### src/rtl/cp0_pkg.sv
// Shared CP0 definitions: register numbers, exception codes, field positions
// and the exception handler entry point.
package cp0_pkg;

   localparam logic [4:0] REG_SR    = 5'd12;
   localparam logic [4:0] REG_CAUSE = 5'd13;
   localparam logic [4:0] REG_EPC   = 5'd14;
   localparam logic [4:0] REG_PRID  = 5'd15;

   typedef enum logic [4:0] {
      EXC_INT     = 5'd0,
      EXC_ADEL    = 5'd4,
      EXC_ADES    = 5'd5,
      EXC_SYSCALL = 5'd8,
      EXC_RI      = 5'd10,
      EXC_OV      = 5'd12
   } exc_code_e;

   localparam int IM_LSB      = 10;
   localparam int IP_LSB      = 10;
   localparam int EXL_BIT     = 1;
   localparam int IE_BIT      = 0;
   localparam int BD_BIT      = 31;
   localparam int EXCCODE_LSB = 2;

   localparam logic [31:0] HANDLER_ADDR = 32'h0000_4180;

endpackage

### src/rtl/cp0_unit.sv
// Coprocessor 0 at the M stage: raises the exception/interrupt request and
// holds SR, Cause and EPC for the handler, ERET and MFC0.
module cp0_unit
   import cp0_pkg::*;
#(
   parameter logic [31:0] PRID_VALUE = 32'h0000_0000,
   parameter int          HWINT_W    = 6
) (
   input  logic               clk,
   input  logic               rst,
   input  logic [31:0]        pc_in,
   input  logic [4:0]         exc_in,
   input  logic               slot_in,
   input  logic               eret_in,
   input  logic               mtc0_in,
   input  logic [4:0]         addr_in,
   input  logic [31:0]        din,
   input  logic [HWINT_W-1:0] hw_int,
   output logic               req,
   output logic [31:0]        epc_out,
   output logic [31:0]        dout
);

   logic [HWINT_W-1:0] sr_im_q, sr_im_d;
   logic               sr_exl_q, sr_exl_d;
   logic               sr_ie_q, sr_ie_d;
   logic               cause_bd_q, cause_bd_d;
   logic [HWINT_W-1:0] cause_ip_q, cause_ip_d;
   logic [4:0]         cause_exc_q, cause_exc_d;
   logic [31:0]        epc_q, epc_d;

   logic        int_req, exc_req;
   logic [31:0] epc_fault;
   logic [31:0] sr_word, cause_word;

   assign int_req = sr_ie_q & ~sr_exl_q & (|(sr_im_q & hw_int));
   assign exc_req = (exc_in != 5'd0) & ~sr_exl_q;
   assign req     = int_req | exc_req;

   // A delay-slot fault restarts at the branch so the branch re-executes.
   assign epc_fault = (slot_in ? (pc_in - 32'd4) : pc_in) & ~32'd3;

   always_comb begin
      sr_im_d     = sr_im_q;
      sr_exl_d    = sr_exl_q;
      sr_ie_d     = sr_ie_q;
      cause_bd_d  = cause_bd_q;
      cause_ip_d  = hw_int;
      cause_exc_d = cause_exc_q;
      epc_d       = epc_q;
      if (req) begin
         sr_exl_d    = 1'b1;
         cause_bd_d  = slot_in;
         cause_exc_d = int_req ? EXC_INT : exc_in;
         epc_d       = epc_fault;
      end else begin
         if (mtc0_in) begin
            if (addr_in == REG_SR) begin
               sr_im_d  = din[IM_LSB +: HWINT_W];
               sr_exl_d = din[EXL_BIT];
               sr_ie_d  = din[IE_BIT];
            end else if (addr_in == REG_EPC) begin
               epc_d = din;
            end
         end
         if (eret_in) begin
            sr_exl_d = 1'b0;
         end
      end
   end

   always_ff @(posedge clk) begin
      if (rst) begin
         sr_im_q     <= '0;
         sr_exl_q    <= 1'b0;
         sr_ie_q     <= 1'b0;
         cause_bd_q  <= 1'b0;
         cause_ip_q  <= '0;
         cause_exc_q <= 5'd0;
         epc_q       <= 32'd0;
      end else begin
         sr_im_q     <= sr_im_d;
         sr_exl_q    <= sr_exl_d;
         sr_ie_q     <= sr_ie_d;
         cause_bd_q  <= cause_bd_d;
         cause_ip_q  <= cause_ip_d;
         cause_exc_q <= cause_exc_d;
         epc_q       <= epc_d;
      end
   end

   always_comb begin
      sr_word                            = 32'd0;
      sr_word[IM_LSB +: HWINT_W]         = sr_im_q;
      sr_word[EXL_BIT]                   = sr_exl_q;
      sr_word[IE_BIT]                    = sr_ie_q;
      cause_word                         = 32'd0;
      cause_word[BD_BIT]                 = cause_bd_q;
      cause_word[IP_LSB +: HWINT_W]      = cause_ip_q;
      cause_word[EXCCODE_LSB +: 5]       = cause_exc_q;
   end

   always_comb begin
      unique case (addr_in)
         REG_SR:    dout = sr_word;
         REG_CAUSE: dout = cause_word;
         REG_EPC:   dout = epc_q;
         REG_PRID:  dout = PRID_VALUE;
         default:   dout = 32'd0;
      endcase
   end

   // Forward an in-flight EPC write so an ERET in the very next slot redirects correctly.
   assign epc_out = (mtc0_in && (addr_in == REG_EPC) && !req) ? din : epc_q;

endmodule
### config.mk
export PLATFORM = sky130hd
export DESIGN_NAME = cp0_unit
export DESIGN_NICKNAME = d
export VERILOG_FILES = /design/src/rtl/cp0_pkg.sv /design/src/rtl/cp0_unit.sv
export SDC_FILE = /design/constraint.sdc
export NUM_CORES = 1
export LEC_CHECK = 0
export ABC_AREA = 1
export CORE_ASPECT_RATIO = 1.2
export CORE_MARGIN = 10
export CORE_UTILIZATION = 40
export CTS_CLUSTER_SIZE = 12
export DETAILED_ROUTE_END_ITERATION = 7
export PLACE_DENSITY = 0.81
export SLEW_MARGIN = 20
export SYNTH_ARGS = -nofsm -noshare
export SYNTH_HDL_FRONTEND = slang
export SYNTH_SLANG_ARGS = --single-unit
### constraint.sdc
create_clock -name clk -period 1.5 [get_ports clk]
set_input_delay 0.3 -clock clk [delete_from_list [all_inputs] [get_ports clk]]
set_output_delay 0.3 -clock clk [all_outputs]
set_load 0.01 [all_outputs]
==> results.txt, run 1 <==
----------------------------------------------------
[Logic synthesis]
  Yosys reg bits ... 52
  Warnings, synthesis ... 0
  Library cells used by synthesis ... 27
  Synthesized instance count ... 691
  Register area share after synthesis ... 27.0%
  Syn_nets ... 777
  Avg Inst Size Synth ... 5.58 um^2
  Cell area after technology mapping ... 0.00386 mm^2

[Critical path]
  Most used cell along the critical path ... sky130_fd_sc_hd__nand2_2
  Buffer and inverter count on the worst path ... 3
  Data arrival time of the critical path ... 2.08 ns
  Worst path slowest cell ... sky130_fd_sc_hd__dfxtp_2
  Crit Reg-Reg Startpoint ... sr_im_q[0]
  Cell breakdown of the critical path ... nand2_2 -> nand2_2 -> nor2_2 -> nand2_2 -> nand2_4 -> nand2_4 -> nor2_4 -> buf_12 -> buf_12 -> nand2_1 -> o21ai_1 -> buf_2
  Family with the most delay on the worst path ... simple AND/OR/NAND/NOR gates
  Critical path type ... reg2out
  Biggest cell delay along the critical path ... 0.34 ns
  Setup crit start kind ... register
  Maximum fanout along the worst path ... 8
  Slack of the worst reg-to-reg path ... -0.72 ns
  Destination of the worst register-to-register timing path ... cause_exc_q[4]
  Req. time, crit path ... 1.20 ns
  Critical Path Stages ... 12
  Cell count of the worst reg-to-reg path ... 15
  Crit. End Element ... primary output

[Drt]
  Initial DRC count ... 819
  Final routed wirelength across all metal layers ... 24,800 um
  DR pass1 iterations ... 5
  Post-detailed-route DRC marker count ... 0
  Antenna viol nets, final ... 0
  Post-detailed-route wirelength per cell ... 22.2 um
  Via/cell ratio ... 5.86
  Count of vias placed by the detailed router ... 6,571

[STA]
  Slew Limit Fails ... 0
  Setup-failing EPs final ... 110
  FMAX ... 421 MHz
  Share of the clock period used by the worst path after layout ... 158%
  Worst setup skew after layout ... 0.0129 ns
  Worst-case hold slack ... 0.401 ns
  Final worst setup slack ... -0.876 ns
  Max-Slew Margin vs Limit ... 72.1%
  Worst slew pin tran ... 0.418 ns
  Count of final hold-check violations ... 0
  Min cycle time layout ... 2.38 ns
  Unrepaired setup endpoints after global routing ... true

[Floorplanning]
  Starting density of the core ... 40.7%
  Die Y-Extent ... 128 um
  Area of the die ... 0.0140 mm^2
  Area of the core ... 0.00947 mm^2
  Width of the die ... 110 um
  Num ports ... 150
  Site row count ... 39

[Layout]
  Number of fillers in the final layout ... 473
  Share of post-route cells with drive strength above 1 ... 46.1%
  Final #Nets ... 1,082
  Synthesis-to-finish area growth ... 105%
  Finished Core Util ... 83.4%
  Fin area ... 0.00789 mm^2

[Power and ir drop]
  Peak supply drop ... 488 uV
  PwrDens ... 586 mW/mm^2
  Total leakage power ... 3.91 nW
  Tot Pwr ... 4.62 mW

[Place]
  IO buf count ... 147
  Placement Cell Area ... 0.00648 mm^2
  HPWL reported at the end of detailed placement ... 12,800 um
  Routability Congestion ... 0.927

[CTS]
  Total number of clock tree sinks ... 52
  Clock Pin Slew Worst Setup and Hold Paths ... 0.08 ns
  Clock buffer count from CTS ... 5
  Root cell of the clock tree ... sky130_fd_sc_hd__clkbuf_16
  Maximum number of buffers from clock root to sink ... 2
  Clock latency on the worst-skew pair ... 0.31 ns
  Number of H-tree levels ... 2
  TritonCTS clock tree ... done
  Hold-fix buffers, CTS ... 0

[Min path]
  Hold path depth ... 3
  Hold path startpoint ... hw_int[3]
  Worst Hold Class ... in2reg
  WHS Endpoint ... cause_ip_q[3]

[Global routing]
  Overflow left after global routing ... 0
  Number of global-route vias before repair ... 5,907
  All-layer global routing usage ... 26.4%
  Initial antenna violation count ... 1
  Maximum number of pins on one net before global-route repair ... 28
  First-pass GRT wire length ... 29,700 um

[Run status]
  Violated checks ... setup timing
  Outcome ... finished with violations

[Flow run]
  Maximum Capacitance Violations ... 0

----------------------------------------------------
## through the flow
stage / TNS (ns) / std cells / setup slack, ns
2_1_floorplan: -0.828 / 691 / -0.0475
3_3_place_gp: -82.80 / 1066 / -1.09
3_5_place_dp: -85.85 / 1066 / -1.14
4_1_cts: -27.23 / 1106 / -0.611
5_1_grt: -50.13 / 1120 / -1.00
6_report: -48.23 / 1121 / -0.876
## report_power, final
| group | internal [mW] | switching, mW | total, mW |
|---|---|---|---|
| clock network | 0.839 | 0.594 | 1.43 |
| registers | 1.47 | 0.0717 | 1.55 |
| logic | 0.760 | 0.882 | 1.64 |
## cell usage in the layout, fill, tap and decap left out, types with 4 or more instances in the layout
master                            Yosys  final
sky130_fd_sc_hd__clkdlybuf4s50_1      0     50
sky130_fd_sc_hd__dfxtp_2              0      6
sky130_fd_sc_hd__o22ai_2              0      4
sky130_fd_sc_hd__o21ai_1              0     10
sky130_fd_sc_hd__xor2_1               4      4
sky130_fd_sc_hd__dlygate4sd2_1        0     20
sky130_fd_sc_hd__buf_4                2    126
sky130_fd_sc_hd__nand4_1             32     32
sky130_fd_sc_hd__nand2_2              4     47
sky130_fd_sc_hd__o21ai_4              0      4
sky130_fd_sc_hd__nor2_2               5     27
sky130_fd_sc_hd__dfxtp_1             52     46
sky130_fd_sc_hd__nand3_2              0     11
sky130_fd_sc_hd__buf_8                0      6
sky130_fd_sc_hd__buf_12               0     12
sky130_fd_sc_hd__nand2_4              2     21
sky130_fd_sc_hd__a21oi_2              0      9
sky130_fd_sc_hd__buf_6                1     51
sky130_fd_sc_hd__nor2_4               3     23
sky130_fd_sc_hd__a21oi_1             24     15
sky130_fd_sc_hd__buf_2                8     48
sky130_fd_sc_hd__nand3_1             47     35
sky130_fd_sc_hd__inv_1              115    104
sky130_fd_sc_hd__clkbuf_16            0      7
sky130_fd_sc_hd__inv_2                2      8
sky130_fd_sc_hd__dlymetal6s2s_1       0      5
sky130_fd_sc_hd__o21ai_2              0     24
sky130_fd_sc_hd__nand2_1            189    125
sky130_fd_sc_hd__o21ai_0             49     11
sky130_fd_sc_hd__nor2_1             112     70
sky130_fd_sc_hd__o221ai_2             0      6
## flip-flops by register name, indices dropped and copies added (netlist names)
register     flops
epc_q           32
cause_ip_q       6
sr_im_q          6
cause_exc_q      5
cause_bd_q       1
sr_exl_q         1
sr_ie_q          1
## what timing repair did
item / 4_1_cts / 5_1_grt
cloned: 5 / 3
gates resized for setup: 452 / 199
setup endpoints to repair: 110 / 111
pin swaps: 29 / 46
setup buffers: 30 / 24
## cell families (layout without fill, tap and decap cells)
group | after synthesis | in the layout | synth area share (%)
adder cells (fa/ha/maj) | 1 | 1 | 0.324
other | 0 | 1 | 0
XOR/XNOR | 4 | 4 | 0.908
buffers and inverters | 144 | 449 | 14.7
AO/OA/AOI/OAI | 92 | 92 | 13.0
flip-flops | 52 | 52 | 27.0
AND/OR/NAND/NOR | 398 | 399 | 44.1
## cells in the mapped netlist
cell                         n  area share [%]
sky130_fd_sc_hd__buf_6       1            0.29
sky130_fd_sc_hd__nor2_1    112              11
sky130_fd_sc_hd__buf_2       8             1.0
sky130_fd_sc_hd__a21oi_1    24             3.1
sky130_fd_sc_hd__nand4_1    32             5.2
sky130_fd_sc_hd__o21bai_1    1            0.19
sky130_fd_sc_hd__clkbuf_1   11             1.1
sky130_fd_sc_hd__inv_2       2            0.19
sky130_fd_sc_hd__nand3_1    47             6.1
sky130_fd_sc_hd__nor2_4      3            0.88
sky130_fd_sc_hd__or2_1       1            0.16
sky130_fd_sc_hd__nand2_1   189              18
sky130_fd_sc_hd__o22ai_1    10             1.6
sky130_fd_sc_hd__dfxtp_1    52              27
sky130_fd_sc_hd__nand2_2     4            0.65
sky130_fd_sc_hd__ha_1        1            0.32
sky130_fd_sc_hd__buf_1       5            0.49
sky130_fd_sc_hd__nor3_1      2            0.26
sky130_fd_sc_hd__inv_1     115              11
sky130_fd_sc_hd__a31oi_1     2            0.32
sky130_fd_sc_hd__nand3b_1    1            0.19
sky130_fd_sc_hd__o21ai_0    49             6.4
sky130_fd_sc_hd__nand2_4     2            0.58
sky130_fd_sc_hd__o221ai_1    6             1.4
sky130_fd_sc_hd__nor2_2      5            0.81
sky130_fd_sc_hd__xor2_1      4            0.91
sky130_fd_sc_hd__buf_4       2            0.39
## worst min-delay path, stage by stage
cell and delay, ns:
sky130_fd_sc_hd__dlygate4sd2_1 0.27, sky130_fd_sc_hd__inv_1 0.07, sky130_fd_sc_hd__nor2_1 0.04
## final cells by class
cell class / count / area [um^2] / area share (%)
diodes: 1 / 2.50 / 0.0317
flip-flops and latches: 52 / 1050 / 13.3
clock inverters: 2 / 38.8 / 0.492
well taps: 123 / 154 / 1.95
multi-input cells: 496 / 3100 / 39.2
repair buffers: 324 / 2950 / 37.4
inverters: 117 / 458 / 5.80
clock buffers: 6 / 139 / 1.76
## how the worst max path moves through the flow
stage                    start     endpoint  slack (ns)
finish              sr_im_q[0]  epc_out[12]       -0.88
detailed placement   hw_int[3]  epc_out[16]       -1.14
floorplan              sr_ie_q  epc_out[21]       -0.05
global placement    addr_in[3]  epc_out[16]       -1.09
global route        sr_im_q[0]  epc_out[12]        -1.0
CTS                 sr_im_q[3]   epc_out[2]       -0.61
## layer usage
layer | GRT usage, % | up-vias | share of wire, %
met5 | 0 | - | 0
met4 | 11.7 | 0 | 8.1
met1 | 29.6 | 2994 | 33
met2 | 47.1 | 588 | 48
met3 | 4.43 | 189 | 11
li1 | - | 2800 | -
No activity file was read; power rests on OpenSTA's default activity.
==> inputs of run 2 (changes only) <==
TNS_END_PERCENT = 100   (was unset)
clock period = 2 ns   (was 1.5 ns; I/O delays follow)
==> run 2 against run 1 <==
Compared with the run above: the flow still finishes with violations (setup timing); non-clock buffer count is 53 lower; utilization is 15 points lower; cell area is 18% lower; register-to-register slack better by 0.82 ns; cell count is 4.9% lower; sequential power is 26% lower; die area stayed put; combinational power is 45% lower; largest power group is now registers.
==> results.txt, run 2 (synthesis results as in run 1) <==
----------------------------------------------------
[Power and ir drop]
  Peak supply drop ... 402 uV
  Tot Pwr ... 3.02 mW
  PwrDens ... 465 mW/mm^2
  Total leakage power ... 3.31 nW

[Floorplanning]
  Area of the core ... 0.00947 mm^2
  Site row count ... 39
  Die Y-Extent ... 128 um
  Area of the die ... 0.0140 mm^2
  Width of the die ... 110 um
  Starting density of the core ... 40.7%
  Num ports ... 150

[Critical path]
  Setup crit start kind ... register
  Data arrival time of the critical path ... 1.77 ns
  Maximum fanout along the worst path ... 8
  Most used cell along the critical path ... sky130_fd_sc_hd__nand2_4
  Worst path slowest cell ... sky130_fd_sc_hd__dfxtp_2
  Biggest cell delay along the critical path ... 0.33 ns
  Req. time, crit path ... 1.60 ns
  Cell breakdown of the critical path ... nand2_1 -> nand2_1 -> nor2_2 -> nand2_2 -> nand2_4 -> nand2_4 -> nor2_4 -> buf_6 -> buf_8 -> nand2_4 -> o21ai_2 -> buf_2
  Critical path type ... reg2out
  Family with the most delay on the worst path ... simple AND/OR/NAND/NOR gates
  Crit. End Element ... primary output
  Buffer and inverter count on the worst path ... 3

[Layout]
  Area of all sequential standard cells ... 0.00105 mm^2
  Final #Nets ... 1,028
  Synthesis-to-finish area growth ... 68.6%
  Biggest register ... epc_q
  Leading cell type in the layout, fill and taps excluded ... sky130_fd_sc_hd__nand2_1
  Max reg flops ... 32
  Total area of multi-input combinational cells ... 0.00247 mm^2
  Largest registers ... epc_q x32, cause_ip_q x6, sr_im_q x6
  Number of fillers in the final layout ... 847
  Fin area ... 0.00650 mm^2
  Top library cells by usage in the layout, fill and taps aside ... 174 x sky130_fd_sc_hd__nand2_1, 112 x sky130_fd_sc_hd__inv_1, 106 x sky130_fd_sc_hd__nor2_1
  Diodes inserted ... 0
  Share of post-route cells with drive strength above 1 ... 27.1%

[Run status]
  Outcome ... finished with violations
  Violated checks ... setup timing

[Global routing]
  First-pass GRT wire length ... 25,400 um
  Maximum number of pins on one net before global-route repair ... 32
  Number of global-route vias before repair ... 5,235
  Initial antenna violation count ... 0
  All-layer global routing usage ... 22.2%
  Overflow left after global routing ... 0

[CTS]
  Number of H-tree levels ... 2
  Clock buffer count from CTS ... 5
  Total number of clock tree sinks ... 52
  Clock Pin Slew Worst Setup and Hold Paths ... 0.07 ns
  Root cell of the clock tree ... sky130_fd_sc_hd__clkbuf_16
  TritonCTS clock tree ... done
  Maximum number of buffers from clock root to sink ... 2
  Clock latency on the worst-skew pair ... 0.29 ns
  Hold-fix buffers, CTS ... 0

[Drt]
  Via/cell ratio ... 5.09
  Final routed wirelength across all metal layers ... 16,700 um
  Count of vias placed by the detailed router ... 5,424
  Antenna viol nets, final ... 0
  DR pass1 iterations ... 5
  Post-detailed-route wirelength per cell ... 15.7 um
  Initial DRC count ... 393
  Post-detailed-route DRC marker count ... 0

[Place]
  Routability Congestion ... 0.901
  IO buf count ... 147
  HPWL reported at the end of detailed placement ... 12,400 um
  Place WS ... -0.801 ns
  Placement Cell Area ... 0.00616 mm^2

[STA]
  Count of final hold-check violations ... 0
  Worst-case hold slack ... 0.399 ns
  FMAX ... 460 MHz
  Max-Slew Margin vs Limit ... 75.1%
  Setup-failing EPs final ... 32
  Final worst setup slack ... -0.174 ns
  Min cycle time layout ... 2.17 ns
  Setup TNS after final layout ... -4.09 ns
  Worst slew pin tran ... 0.373 ns
  Share of the clock period used by the worst path after layout ... 109%
  Worst setup skew after layout ... 0.00525 ns
  Unrepaired setup endpoints after global routing ... true
  Slew Limit Fails ... 0

[Flow run]
  Maximum Capacitance Violations ... 0

[Min path]
  Worst Hold Class ... in2reg

----------------------------------------------------
==> run 2: cell types whose count changed in the layout (fill, tap and decap cells not counted), sizes merged <==
| cell | delta |
|---|---|
| dlymetal6s2s | -5 |
| clkbuf | +13 |
| diode | -1 |
| inv | +1 |
| dlygate4sd2 | -7 |
| clkdlybuf4s50 | +15 |
| clkdlybuf4s15 | +6 |
| buf | -76 |
| or2 | -1 |
==> run 2: worst register-to-register path: stages (launching register included) <==
cell                      delay [ns]
sky130_fd_sc_hd__dfxtp_2        0.33
sky130_fd_sc_hd__nand2_1        0.06
sky130_fd_sc_hd__nand2_1        0.06
sky130_fd_sc_hd__nor2_2         0.10
sky130_fd_sc_hd__nand2_2        0.10
sky130_fd_sc_hd__nand2_4        0.09
sky130_fd_sc_hd__nand2_4        0.06
sky130_fd_sc_hd__buf_4          0.15
sky130_fd_sc_hd__buf_8          0.15
sky130_fd_sc_hd__buf_12         0.14
sky130_fd_sc_hd__nor2_4         0.13
sky130_fd_sc_hd__buf_12         0.14
sky130_fd_sc_hd__buf_12         0.10
sky130_fd_sc_hd__nand2_1        0.05
sky130_fd_sc_hd__nand3_1        0.08
sky130_fd_sc_hd__nand2_1        0.06
sky130_fd_sc_hd__inv_1          0.05
==> run 2: per-layer routing <==
layer  share of wire (%)  vias up  track usage [%]
li1                    -     2682                -
met1                  39     2464             25.4
met2                  50      240             38.8
met3                 6.8       38             3.72
met4                 4.0        0             10.6
met5                   0        -                0
==> run 2: where the power goes <==
part           switching [mW]  internal (mW)
sequential             0.0322           1.11
clock                   0.400          0.589
combinational           0.465          0.432
==> run 2: layout make-up <==
type                       instances  area share [%]
timing repair buffer             271            34.2
inverter                         117            6.80
tap                              123            2.37
clock buffer                       5            1.92
multi-input combinational        495            37.9
clock inverter                     3           0.654
sequential                        52            16.1
==> run 2: repair_timing <==
action / CTS / global route
endpoints found under the hold margin: 0 / 0
setup endpoints to repair: 84 / 88
gates resized for setup: 270 / 101
buffers inserted: 13 / 9
pin swaps: 22 / 17
gates cloned: 3 / 0
==> run 2: worst paths after layout <==
| kind | startpoint | to | slack, ns | cells after the start |
|---|---|---|---|---|
| max reg2reg | sr_im_q[0] | epc_q[12] | 0.10 | 16 |
| min | hw_int[2] | cause_ip_q[2] | 0.40 | 3 |
| min reg2reg | epc_q[7] | epc_q[7] | 0.46 | 2 |
| max | sr_im_q[0] | epc_out[12] | -0.17 | 12 |
==> run 2: through the flow <==
stage | cells | util [%]
after floorplan | 691 | -
after global placement | 1036 | 65.1
after detailed placement | 1036 | 65.1
after CTS | 1059 | 66.8
after global routing | 1066 | 68.7
final | 1066 | 68.7
